===== src/rtl/regfile_wb_arbiter_pkg.sv =====
// Shared definitions for the register-file write-port arbiter: default widths
// and the starvation-guard state encoding.
package regfile_wb_arbiter_pkg;

    localparam int unsigned DATA_W_DEF     = 32;
    localparam int unsigned ADDR_W_DEF     = 5;
    localparam int unsigned BUF_DEPTH_DEF  = 2;
    localparam int unsigned STARVE_MAX_DEF = 4;

    typedef enum logic [1:0] {
        ST_IDLE  = 2'd0,
        ST_WAIT  = 2'd1,
        ST_FORCE = 2'd2
    } starve_state_t;

endpackage


===== src/rtl/llu_wb_fifo.sv =====
// Small synchronous FIFO buffering long-latency-unit results until the
// register-file write port is free. Head is visible while not empty.
module llu_wb_fifo #(
    parameter int unsigned WIDTH = 37,
    parameter int unsigned DEPTH = 2
) (
    input  logic             clk,
    input  logic             rst_n,
    input  logic             i_push,
    input  logic [WIDTH-1:0] i_din,
    input  logic             i_pop,
    output logic             o_full,
    output logic             o_empty,
    output logic [WIDTH-1:0] o_head
);

    localparam int unsigned PTR_W = $clog2(DEPTH);
    localparam int unsigned CNT_W = $clog2(DEPTH + 1);

    logic [WIDTH-1:0] r_mem [DEPTH];
    logic [PTR_W-1:0] r_wptr;
    logic [PTR_W-1:0] r_rptr;
    logic [CNT_W-1:0] r_count;
    logic             w_push;
    logic             w_pop;

    assign o_full  = (r_count == CNT_W'(DEPTH));
    assign o_empty = (r_count == '0);
    assign w_push  = i_push && !o_full;
    assign w_pop   = i_pop && !o_empty;
    assign o_head  = r_mem[r_rptr];

    // NOTE: storage has no reset; an empty count already makes its contents irrelevant.
    always_ff @(posedge clk) begin
        if (w_push) begin
            r_mem[r_wptr] <= i_din;
        end
    end

    // NOTE: sequential state uses non-blocking assignments so every flop samples pre-edge values.
    always_ff @(posedge clk or negedge rst_n) begin
        if (!rst_n) begin
            r_wptr  <= '0;
            r_rptr  <= '0;
            r_count <= '0;
        end else begin
            if (w_push) r_wptr <= r_wptr + 1'b1;
            if (w_pop)  r_rptr <= r_rptr + 1'b1;
            if (w_push && !w_pop) begin
                r_count <= r_count + 1'b1;
            end else if (w_pop && !w_push) begin
                r_count <= r_count - 1'b1;
            end
        end
    end

endmodule


===== src/rtl/regfile_wb_arbiter.sv =====
// Arbitrates the single register-file write port between WB (always wins) and
// buffered LLU results; tracks pending LLU destinations and starvation.
module regfile_wb_arbiter
    import regfile_wb_arbiter_pkg::*;
#(
    parameter int unsigned DATA_W     = DATA_W_DEF,
    parameter int unsigned ADDR_W     = ADDR_W_DEF,
    parameter int unsigned BUF_DEPTH  = BUF_DEPTH_DEF,
    parameter int unsigned STARVE_MAX = STARVE_MAX_DEF
) (
    input  logic              clk,
    input  logic              rst,
    input  logic              wb_we,
    input  logic [ADDR_W-1:0] wb_waddr,
    input  logic [DATA_W-1:0] wb_wdata,
    input  logic              llu_valid,
    input  logic [ADDR_W-1:0] llu_waddr,
    input  logic [DATA_W-1:0] llu_wdata,
    output logic              llu_ready,
    input  logic              iss_valid,
    input  logic [ADDR_W-1:0] iss_waddr,
    input  logic [ADDR_W-1:0] raddr1,
    input  logic [ADDR_W-1:0] raddr2,
    output logic              busy1,
    output logic              busy2,
    output logic              stall_req,
    output logic              err_waw,
    output logic              rf_we,
    output logic [ADDR_W-1:0] rf_waddr,
    output logic [DATA_W-1:0] rf_wdata
);

    localparam int unsigned NREG  = 1 << ADDR_W;
    localparam int unsigned ENT_W = ADDR_W + DATA_W;
    localparam int unsigned CNT_W = $clog2(STARVE_MAX + 1);

    logic                r_out_en;
    logic [NREG-1:0]     r_pending;
    logic                r_err_waw;
    starve_state_t       r_state;
    starve_state_t       w_state_nxt;
    logic [CNT_W-1:0]    r_cnt;
    logic [CNT_W-1:0]    w_cnt_nxt;
    logic                w_full;
    logic                w_empty;
    logic [ENT_W-1:0]    w_head;
    logic [ADDR_W-1:0]   w_head_addr;
    logic [DATA_W-1:0]   w_head_data;
    logic                w_push;
    logic                w_pop;
    logic                w_iss_set;

    assign {w_head_addr, w_head_data} = w_head;

    // Outputs stay quiet from reset assertion until the first edge after release.
    always_ff @(posedge clk or negedge rst) begin
        if (!rst) r_out_en <= 1'b0;
        else      r_out_en <= 1'b1;
    end

    assign llu_ready = r_out_en && !w_full;
    assign w_push    = llu_valid && llu_ready && (llu_waddr != '0);
    assign w_pop     = r_out_en && !wb_we && !w_empty;
    assign w_iss_set = iss_valid && (iss_waddr != '0);

    llu_wb_fifo #(
        .WIDTH (ENT_W),
        .DEPTH (BUF_DEPTH)
    ) u_fifo (
        .clk     (clk),
        .rst_n   (rst),
        .i_push  (w_push),
        .i_din   ({llu_waddr, llu_wdata}),
        .i_pop   (w_pop),
        .o_full  (w_full),
        .o_empty (w_empty),
        .o_head  (w_head)
    );

    // NOTE: every always_comb output gets a default first so no path infers a latch.
    always_comb begin
        rf_we    = 1'b0;
        rf_waddr = '0;
        rf_wdata = '0;
        if (r_out_en && wb_we) begin
            rf_we    = 1'b1;
            rf_waddr = wb_waddr;
            rf_wdata = wb_wdata;
        end else if (w_pop) begin
            rf_we    = 1'b1;
            rf_waddr = w_head_addr;
            rf_wdata = w_head_data;
        end
    end

    // The set is written after the clear so a same-cycle set on that address wins.
    always_ff @(posedge clk or negedge rst) begin
        if (!rst) begin
            r_pending <= '0;
            r_err_waw <= 1'b0;
        end else begin
            if (w_pop)     r_pending[w_head_addr] <= 1'b0;
            if (w_iss_set) r_pending[iss_waddr]   <= 1'b1;
            r_err_waw <= (w_iss_set && r_pending[iss_waddr]) ||
                         (wb_we && (wb_waddr != '0) && r_pending[wb_waddr]);
        end
    end

    assign busy1   = (raddr1 != '0) && r_pending[raddr1];
    assign busy2   = (raddr2 != '0) && r_pending[raddr2];
    assign err_waw = r_err_waw;

    always_ff @(posedge clk or negedge rst) begin
        if (!rst) begin
            r_state <= ST_IDLE;
            r_cnt   <= '0;
        end else begin
            r_state <= w_state_nxt;
            r_cnt   <= w_cnt_nxt;
        end
    end

    // Count of consecutive full-while-WB-busy cycles; the fourth one forces a bubble.
    always_comb begin
        w_state_nxt = r_state;
        w_cnt_nxt   = r_cnt;
        case (r_state)
            ST_IDLE: begin
                if (w_full && wb_we) begin
                    w_state_nxt = ST_WAIT;
                    w_cnt_nxt   = CNT_W'(1);
                end
            end
            ST_WAIT: begin
                if (!w_full) begin
                    w_state_nxt = ST_IDLE;
                    w_cnt_nxt   = '0;
                end else if (wb_we) begin
                    if (r_cnt == CNT_W'(STARVE_MAX - 1)) w_state_nxt = ST_FORCE;
                    else                                 w_cnt_nxt   = r_cnt + 1'b1;
                end
            end
            ST_FORCE: begin
                if (w_pop) begin
                    w_state_nxt = ST_IDLE;
                    w_cnt_nxt   = '0;
                end
            end
            default: begin
                w_state_nxt = ST_IDLE;
                w_cnt_nxt   = '0;
            end
        endcase
    end

    assign stall_req = (r_state == ST_FORCE);

endmodule

===== config.mk =====
export PLATFORM = sky130hd
export DESIGN_NAME = regfile_wb_arbiter
export DESIGN_NICKNAME = d
export VERILOG_FILES = /design/src/rtl/regfile_wb_arbiter_pkg.sv /design/src/rtl/llu_wb_fifo.sv /design/src/rtl/regfile_wb_arbiter.sv
export SDC_FILE = /design/constraint.sdc
export NUM_CORES = 1
export LEC_CHECK = 0
export BUFFER_PORTS_ARGS = -buffer_cell sky130_fd_sc_hd__buf_2
export CORE_ASPECT_RATIO = 0.9
export CORE_MARGIN = 4
export CORE_UTILIZATION = 45
export CTS_CLUSTER_DIAMETER = 80
export DETAILED_ROUTE_END_ITERATION = 10
export PLACE_DENSITY = 0.74
export SLEW_MARGIN = 10
export SYNTH_ARGS = -nofsm -noshare
export SYNTH_HDL_FRONTEND = slang
export SYNTH_HIERARCHICAL = 1
export SYNTH_SLANG_ARGS = --single-unit

===== constraint.sdc =====
create_clock -name clk -period 5.45 [get_ports clk]
set_input_delay 0.545 -clock clk [delete_from_list [all_inputs] [get_ports clk]]
set_output_delay 0.545 -clock clk [all_outputs]
set_load 0.03 [all_outputs]

# Yosys cells after proc, flatten, opt, wreduce, memory -nomap -nowiden

Memory sizes are Yosys's and may differ from the RTL's.
Cells that the tools add are included.

Register bits: 43
Latch bits: 0
RAM bits: 74
Memory bits (read-only): 0
Bits of input ports: 94
Output and inout bits: 43
Memories: 1

Add/subtract/negate cells: 5
Multiply operators: 0
Div/mod/pow operators: 0
Order comparisons: 7
Eq/ne operators: 9
Shifts and indexed selects: 0
Muxes and demuxes: 36
Bitwise logic cells: 3
Reduce and logical (&&, ||, !) cells: 35

Memories:

| name         | depth | width | rd ports | clocked after Yosys merged registers in | write ports | line              | source |
|---|---|---|---|---|---|---|---|
| u_fifo.r_mem | 2     | 37    | 1        | 0                                       | 1           | llu_wb_fifo.sv:20 | `logic [WIDTH-1:0] r_mem [DEPTH];` |

Operators by type and width:

| kind                  | count |
|---|---|
| $mux W32              | 4 |
| $and A32 B32 Y32      | 1 |
| $not A32 Y32          | 1 |
| $or A32 B32 Y32       | 1 |
| $lt A5 B6 Y1 const B  | 5 |
| $reduce_bool A5 Y1    | 5 |
| $bmux W1 S5           | 4 |
| $logic_and A1 B1 Y1   | 19 |
| $mux W3               | 5 |
| $mux W2               | 7 |
| $demux W1 S5          | 2 |
| $ge A5 B1 Y1 const B  | 2 |
| $mux W1               | 10 |
| $mux W5               | 2 |
| $ne A3 B3 Y1 const B  | 3 |
| $pmux W3 S3           | 1 |
| $reduce_and A4 Y1     | 2 |
| $pmux W2 S3           | 1 |
| $logic_not A1 Y1      | 5 |
| $eq A2 B2 Y1 const B  | 2 |
| $logic_not A2 Y1      | 2 |
| $add A3 B1 Y3 const B | 1 |
| $eq A3 B2 Y1 const B  | 1 |
| $add A1 B1 Y1 const B | 2 |
| other kinds (7)       | 7 |

# Longest topological paths before layout

Gate-level depths: netlist of the first run.

Depth in word-level cells: 10
Depth in mapped cells: 11
Mapped depth without buffers: 11

# Cells and area by module

Netlist of the first run, hierarchy kept.

Modules (own cells, without submodules):

| module             | instances | cells an instance | area each (um^2) |
|---|---|---|---|
| regfile_wb_arbiter | 1         | 311               | 3,184.3 |
| llu_wb_fifo        | 1         | 134               | 2,949.1 |

# Least setup slack after synthesis of the first run

No wires, ideal clock.

Path type: reg-to-reg
From: reg u_fifo.r_count[0]
To: mem u_fifo.r_mem[0][0] (enable)
Arrival time: 3.026 ns
Setup slack: 1.993 ns
Stages on the path, launching flop included: 8
Period minus slack after synthesis: 3.457 ns
Path through: dfrtp_1 > nand2b_1 > inv_1 > nor2b_1 > nand2_1 > a21oi_1 > nand2_1 > nor2_1

Cells in the longest elaborated chain, start to end: 8

RTL lines:

| element                          | line                     | source |
|---|---|---|
| start: declaration               | llu_wb_fifo.sv:23        | `logic [CNT_W-1:0] r_count;` |
| start signal: assignment         | llu_wb_fifo.sv:50        | `r_count <= r_count + 1'b1;` |
| start signal: assignment         | llu_wb_fifo.sv:52        | `r_count <= r_count - 1'b1;` |
| $eq A2 B2 Y1                     | llu_wb_fifo.sv:27        | `assign o_full = (r_count == CNT_W'(DEPTH));` |
| via w_full                       | regfile_wb_arbiter.sv:44 | `logic w_full;` |
| $logic_not A1 Y1                 | regfile_wb_arbiter.sv:61 | `assign llu_ready = r_out_en && !w_full;` |
| $logic_and A1 B1 Y1              | regfile_wb_arbiter.sv:61 |  |
| via llu_ready                    | regfile_wb_arbiter.sv:19 | `output logic llu_ready,` |
| $logic_and A1 B1 Y1 (2 in a row) | regfile_wb_arbiter.sv:62 | `assign w_push = llu_valid && llu_ready && (llu_waddr != '0);` |
| via w_push                       | regfile_wb_arbiter.sv:49 | `logic w_push;` |
| $logic_and A1 B1 Y1              | llu_wb_fifo.sv:29        | `assign w_push = i_push && !o_full;` |
| $mux W1                          | llu_wb_fifo.sv:35        | `if (w_push) begin` |
| $mux W1 (implied by the code)    | llu_wb_fifo.sv:36        | `r_mem[r_wptr] <= i_din;` |
| end: declaration                 | llu_wb_fifo.sv:20        |  |

The timed path passes the listed nets, and every way through them passes these cells.

# Final worst setup path of the first run

From: reg u_fifo.r_rptr
To: out rf_waddr[4]

Cells in the longest elaborated chain, start to end: 3

RTL lines:

| element                  | line                     | source |
|---|---|---|
| start: declaration       | llu_wb_fifo.sv:22        | `logic [PTR_W-1:0] r_rptr;` |
| start signal: assignment | llu_wb_fifo.sv:48        | `if (w_pop) r_rptr <= r_rptr + 1'b1;` |
| $mem_v2 Z2 W37           | -                        |  |
| via w_head[36]           | regfile_wb_arbiter.sv:46 | `logic [ENT_W-1:0] w_head;` |
| $mux W5                  | regfile_wb_arbiter.sv:89 | `end else if (w_pop) begin` |
| $mux W5                  | regfile_wb_arbiter.sv:85 | `if (r_out_en && wb_we) begin` |
| end: declaration         | regfile_wb_arbiter.sv:29 | `output logic [ADDR_W-1:0] rf_waddr,` |

The timed path passes the listed nets, and every way through them passes these cells.

==> results.cfg, run 1 <==
[drt]
vias = 4626
drt-total-wl_um = 16000
dr.first_iter.drc_count = 356
drc_errors = 0
via_per_inst = 6.13
wl_per_cell_um = 21.2
dr.pass1.iters = 5
ant_nets = 0

[floorplanning]
die_w_um = 131
start_util_pct = 45.9
pin_count = 137
dieHeight_um = 119
rows = 40
core-area_um2 = 13400
dieArea_um2 = 15600

[sta]
timing.setup.tns_ns = 0
whs_ns = 0.298
slew_headroom_pct = 23.7
drv_slew = 0
setup_viol = 0
fmax_mhz = 340
hold_viol_final = 0
period_share_pct = 53.9
worst_pin_slew_ns = 1.14
rsz0062_at_grt = no
min_period_ns = 2.94
clock_skew_ns = 0.00604

[logic_synthesis]
yosysSeqAreaShare_pct = 53.8
async_flop_share_pct = 36.8
synth.distinct_cells = 48
synth-compound-area-share_pct = 13.3
syn_inst = 445
muxShareOfSynthArea_pct = 22.4
synthXorXnorAreaFrac_pct = 0.714
syn_area_um2 = 6130
yosys.area_share.adder_pct = 0.612
synth_top_family_by_area = multiplexers
synthesis.nets = 542
synth-edff-count = 74
yosys.area_share.simple_pct = 6.28
syn_avg_cell_area_um2 = 13.8
ys_seq_elements = 117
ys_dominant_reg_cell = edfxtp_1
yosysWarnings = 6

[cells_and_area]
stdcell_count = 755
fin_nets = 671
post-route-util_pct = 56.7
drive_above_1_share_pct = 43.1
area_delta_synth_final_pct = 23.6
diodes = 0
design_area_um2 = 7580
final_common_cell = buf_2
final_cell_mix = buf_2 (136), edfxtp_1 (74), o21ai_0 (70)

[clock_network]
clk_path_buf_depth = 2
ctsHtreeMaxLevel = 4
root_buffer = clkbuf_16
clock_latency_ns = 0.40
cts_made_buffers = 17
cts_setup_buffers = 0
cts.reportedPaths.clkPinSlew_ns = 0.05
cts_tree = built
postCtsResizedCells = 0
ctsHoldBuffers = 0
cts.sinks = 117

[grt]
grtUsageTotal_pct = 20.8
grt_pass1_vias = 4580
grt.overflow.total = 0
grt_pass1_wl_um = 24500
grt_max_degree = 47
antenna_found_initial = 1

[placement]
portBuffers = 136
place_area_um2 = 6920
dp.cells = 723
gp_congestion = 0.934
dp_hpwl_um = 11200

[status]
outcome = finished, final reports clean

[setup_path]
crit_fanout = 38
path_class = reg -> out
cp_top_family = flip-flops
crit_chain = mux2_2 -> a22o_1 -> buf_2
crit_arrival_ns = 2.39
critPathSlowestCell = dfrtp_2
critPathRequiredTime_ns = 4.91
cp_num_buf_inv = 1
start_kind = flop
slowest_delay_ns = 1.06
end_kind = output port

[pwr]
cellLeakagePower_uw = 0.00307
peakVddDrop_uv = 280
power_density_nw_per_um2 = 504

[worst_hold_path]
min_path_type = in -> async

[run]
maxCapViolCount = 0
flip-flops by register name, summed over array words and instances (netlist names):
name	flops
u_fifo/r_mem	74
r_pending	32
r_cnt	3
r_state	2
u_fifo/r_count	2
err_waw	1
r_out_en	1
u_fifo/r_rptr	1
u_fifo/r_wptr	1
synth_stat cells, types with 5 or more instances:
cell      instances  area share, %
mux2_2           24            4.4
a22o_1           37            5.3
nand3b_1          5           0.61
mux4_2           33             12
nand2b_1          8           0.82
dfrtp_1          43             18
nor2b_1           5           0.51
nor2_1            9           0.55
inv_1             9           0.55
buf_2             5           0.41
o21ai_0          70            5.7
mux2_4           20            4.9
clkbuf_1         19            1.2
edfxtp_1         74             36
nand3_1           6           0.49
nand2_1          21            1.3
mux2i_1           6           0.98
stage by stage:
stage	setup WS (ns)	power [uW]
after global placement	2.69	2520
after global routing	2.38	3990
final	2.51	3820
after detailed placement	2.65	2580
after CTS	2.47	3830
after floorplan	1.99	2220
layer usage:
metal	GRT usage [%]	vias up	wire, um
li1	-	2019	-
met1	28.5	2288	6300
met2	31.1	291	7650
met3	7.28	26	1780
met4	6.88	2	237
met5	0	-	13
where the power goes:
group | switching, uW | internal, uW | leakage [uW]
registers | 311 | 1150 | 0.00119
clock network | 384 | 854 | 0.000318
logic | 539 | 580 | 0.00156
final timing paths:
check | slack, ns | end | startpoint | cells after the start
min in group clk | 0.33 | u_fifo/r_mem[0][18]$_DFFE_PP_ | llu_wdata[18] | 1
max in group asynchronous | 4.48 | u_fifo/r_rptr$_DFFE_PN0P_ | rst | 1
hold reg to reg | 0.48 | r_pending[0]$_DFF_PN0_ | r_pending[0]$_DFF_PN0_ | 1
setup / recovery | 2.51 | rf_waddr[4] | u_fifo/r_rptr$_DFFE_PN0P_ | 3
setup reg to reg | 2.92 | r_pending[9]$_DFF_PN0_ | u_fifo/r_rptr$_DFFE_PN0P_ | 4
hold / removal | 0.30 | r_pending[21]$_DFF_PN0_ | rst | 1
cells by family (layout without fill, tap and decap cells):
group	count (synthesis)	in the layout
other	1	1
AND/OR/NAND/NOR	72	72
adder cells (fa/ha/maj)	3	3
multiplexers	83	83
flip-flops	117	117
XOR/XNOR	5	5
AO/OA/AOI/OAI	126	126
buffers and inverters	38	180
cell type report:
| type | instances | area (um^2) |
|---|---|---|
| clock inverters | 14 | 231 |
| clock buffers | 18 | 429 |
| inverters | 9 | 33.8 |
| repair buffers | 139 | 703 |
| well taps | 168 | 210 |
| multi-input cells | 290 | 2670 |
| fillers | 1026 | 5780 |
| flip-flops and latches | 117 | 3300 |
No activity file was read; power rests on OpenSTA's default activity.
==> inputs of run 2 (changes only) <==
==> constraint.sdc (replaced) <==
create_clock -name clk -period 2.85 [get_ports clk]
set_input_delay 0.285 -clock clk [delete_from_list [all_inputs] [get_ports clk]]
set_output_delay 0.285 -clock clk [all_outputs]
set_load 0.03 [all_outputs]
==> run 2 against run 1 <==
Effect of this change:
- wire length is 1.0% higher
- sequential power is 83% higher
- sequential share of layout area is 0.094 points higher
- via count is the same
- total power increased by 85%
- critical endpoint is now rf_wdata[25]
- largest power group unchanged
- clock skew is 0.00053 ns higher
==> results.cfg, run 2 (synthesized netlist as in run 1, its figures left out) <==
[sta]
setup_viol = 0
min_period_ns = 2.58
hold_viol_final = 0
rsz0062_at_grt = no
drv_slew = 0
setup_slack_ns = 0.268
period_share_pct = 90.6
fmax_mhz = 387
slew_headroom_pct = 32.5
timing.setup.tns_ns = 0
clock_skew_ns = 0.00657
worst_pin_slew_ns = 1.01

[setup_path]
crit_arrival_ns = 2.30
end_kind = output port
critPathRequiredTime_ns = 2.57
start_kind = flop
crit_fanout = 21
path_class = reg -> out

[placement]
gp_congestion = 0.894
portBuffers = 136
preCtsSetupSlack_ns = 0.555
place_area_um2 = 6950
dp_hpwl_um = 11300

[cells_and_area]
multi_input_area_um2 = 2670
diodes = 0
drive_above_1_share_pct = 43.8
final_common_cell = buf_2
fill_cells = 1084
largest-register = u_fifo/r_mem
largest_reg_flops = 74
area_delta_synth_final_pct = 23.3
reg.largest.list = u_fifo/r_mem: 74 flops, r_pending: 32 flops, r_cnt: 3 flops
final_cell_mix = buf_2 (136), edfxtp_1 (74), o21ai_0 (70)
fin_nets = 675
post-route-util_pct = 56.6
design_area_um2 = 7560
seq_area_um2 = 3300

[floorplanning]
core-area_um2 = 13400
start_util_pct = 45.9
die_w_um = 131
rows = 40
pin_count = 137
dieHeight_um = 119
dieArea_um2 = 15600

[drt]
wl_per_cell_um = 21.3
drc_errors = 0
vias = 4626
drt-total-wl_um = 16100
via_per_inst = 6.09
dr.pass1.iters = 5
ant_nets = 0
dr.first_iter.drc_count = 407

[clock_network]
postCtsResizedCells = 0
cts.reportedPaths.clkPinSlew_ns = 0.05
cts_setup_buffers = 0
clock_latency_ns = 0.41
ctsHtreeMaxLevel = 4
root_buffer = clkbuf_16
cts_made_buffers = 17
clk_path_buf_depth = 2
cts_tree = built
cts.sinks = 117
ctsHoldBuffers = 0

[grt]
grt_max_degree = 44
grt_pass1_wl_um = 25100
grtUsageTotal_pct = 21.3
grt_pass1_vias = 4824
grt.overflow.total = 0
antenna_found_initial = 0

[worst_hold_path]
min_path_type = in -> async

[pwr]
peakVddDrop_uv = 489
power_density_nw_per_um2 = 933
cellLeakagePower_uw = 0.00307

[status]
outcome = finished, final reports clean

[run]
maxCapViolCount = 0
-- run 2: cell types whose count changed in the layout (fill, tap and decap cells not counted), sizes merged --
cell | before | now
buf | 139 | 143
clkinv | 5 | 7
clkinvlp | 2 | 1
clkbuf | 18 | 21
bufinv | 6 | 2
-- run 2: metal layers --
layer | vias up | track usage [%] | wire length, um
met3 | 32 | 6.78 | 1540
met5 | - | 0 | 0
met1 | 2304 | 27.4 | 6380
li1 | 2034 | - | -
met2 | 256 | 33.7 | 7940
met4 | 0 | 7.58 | 280
-- run 2: critical path, cell delays in order (launching register included) --
cell and delay (ns):
dfrtp_2 0.69, buf_4 0.41, mux2_2 0.39, a22o_1 0.20
buf_2 0.17
-- run 2: final timing paths --
| check | endpoint | from | slack, ns | cells past startpoint |
|---|---|---|---|---|
| worst min-delay path | r_pending[12]$_DFF_PN0_ | rst | 0.05 | 1 |
| max in group asynchronous | u_fifo/r_rptr$_DFFE_PN0P_ | rst | 2.10 | 1 |
| worst max register to register | u_fifo/r_mem[0][1]$_DFFE_PP_ | u_fifo/r_count[0]$_DFFE_PN0P_ | 0.64 | 8 |
| worst max-delay path | rf_wdata[25] | u_fifo/r_rptr$_DFFE_PN0P_ | 0.27 | 4 |
| worst min register to register | r_cnt[2]$_DFFE_PN0P_ | r_cnt[2]$_DFFE_PN0P_ | 0.49 | 1 |
| min in group clk | u_fifo/r_mem[0][1]$_DFFE_PP_ | llu_wdata[1] | 0.06 | 1 |
-- run 2: area by class of cell --
type,count,area share (%)
clock inverters,11,1.59
inverters,9,0.447
well taps,168,2.78
repair buffers,143,9.69
multi-input cells,290,35.4
flip-flops and latches,117,43.6
clock buffers,21,6.52
-- run 2: where the power goes --
group	switching (uW)	internal, uW	leakage, uW
clock	743	1410	0.000303
combinational	1100	1110	0.00158
sequential	483	2210	0.00119
-- run 2: metrics by stage --
step | total power (uW) | hold WS [ns] | std cells
after floorplan | 4250 | -0.0106 | 445
after global placement | 4800 | 0.474 | 727
after detailed placement | 4890 | 0.477 | 727
after CTS | 7070 | 0.0442 | 759
after global routing | 7390 | 0.0462 | 759
final | 7060 | 0.0492 | 759
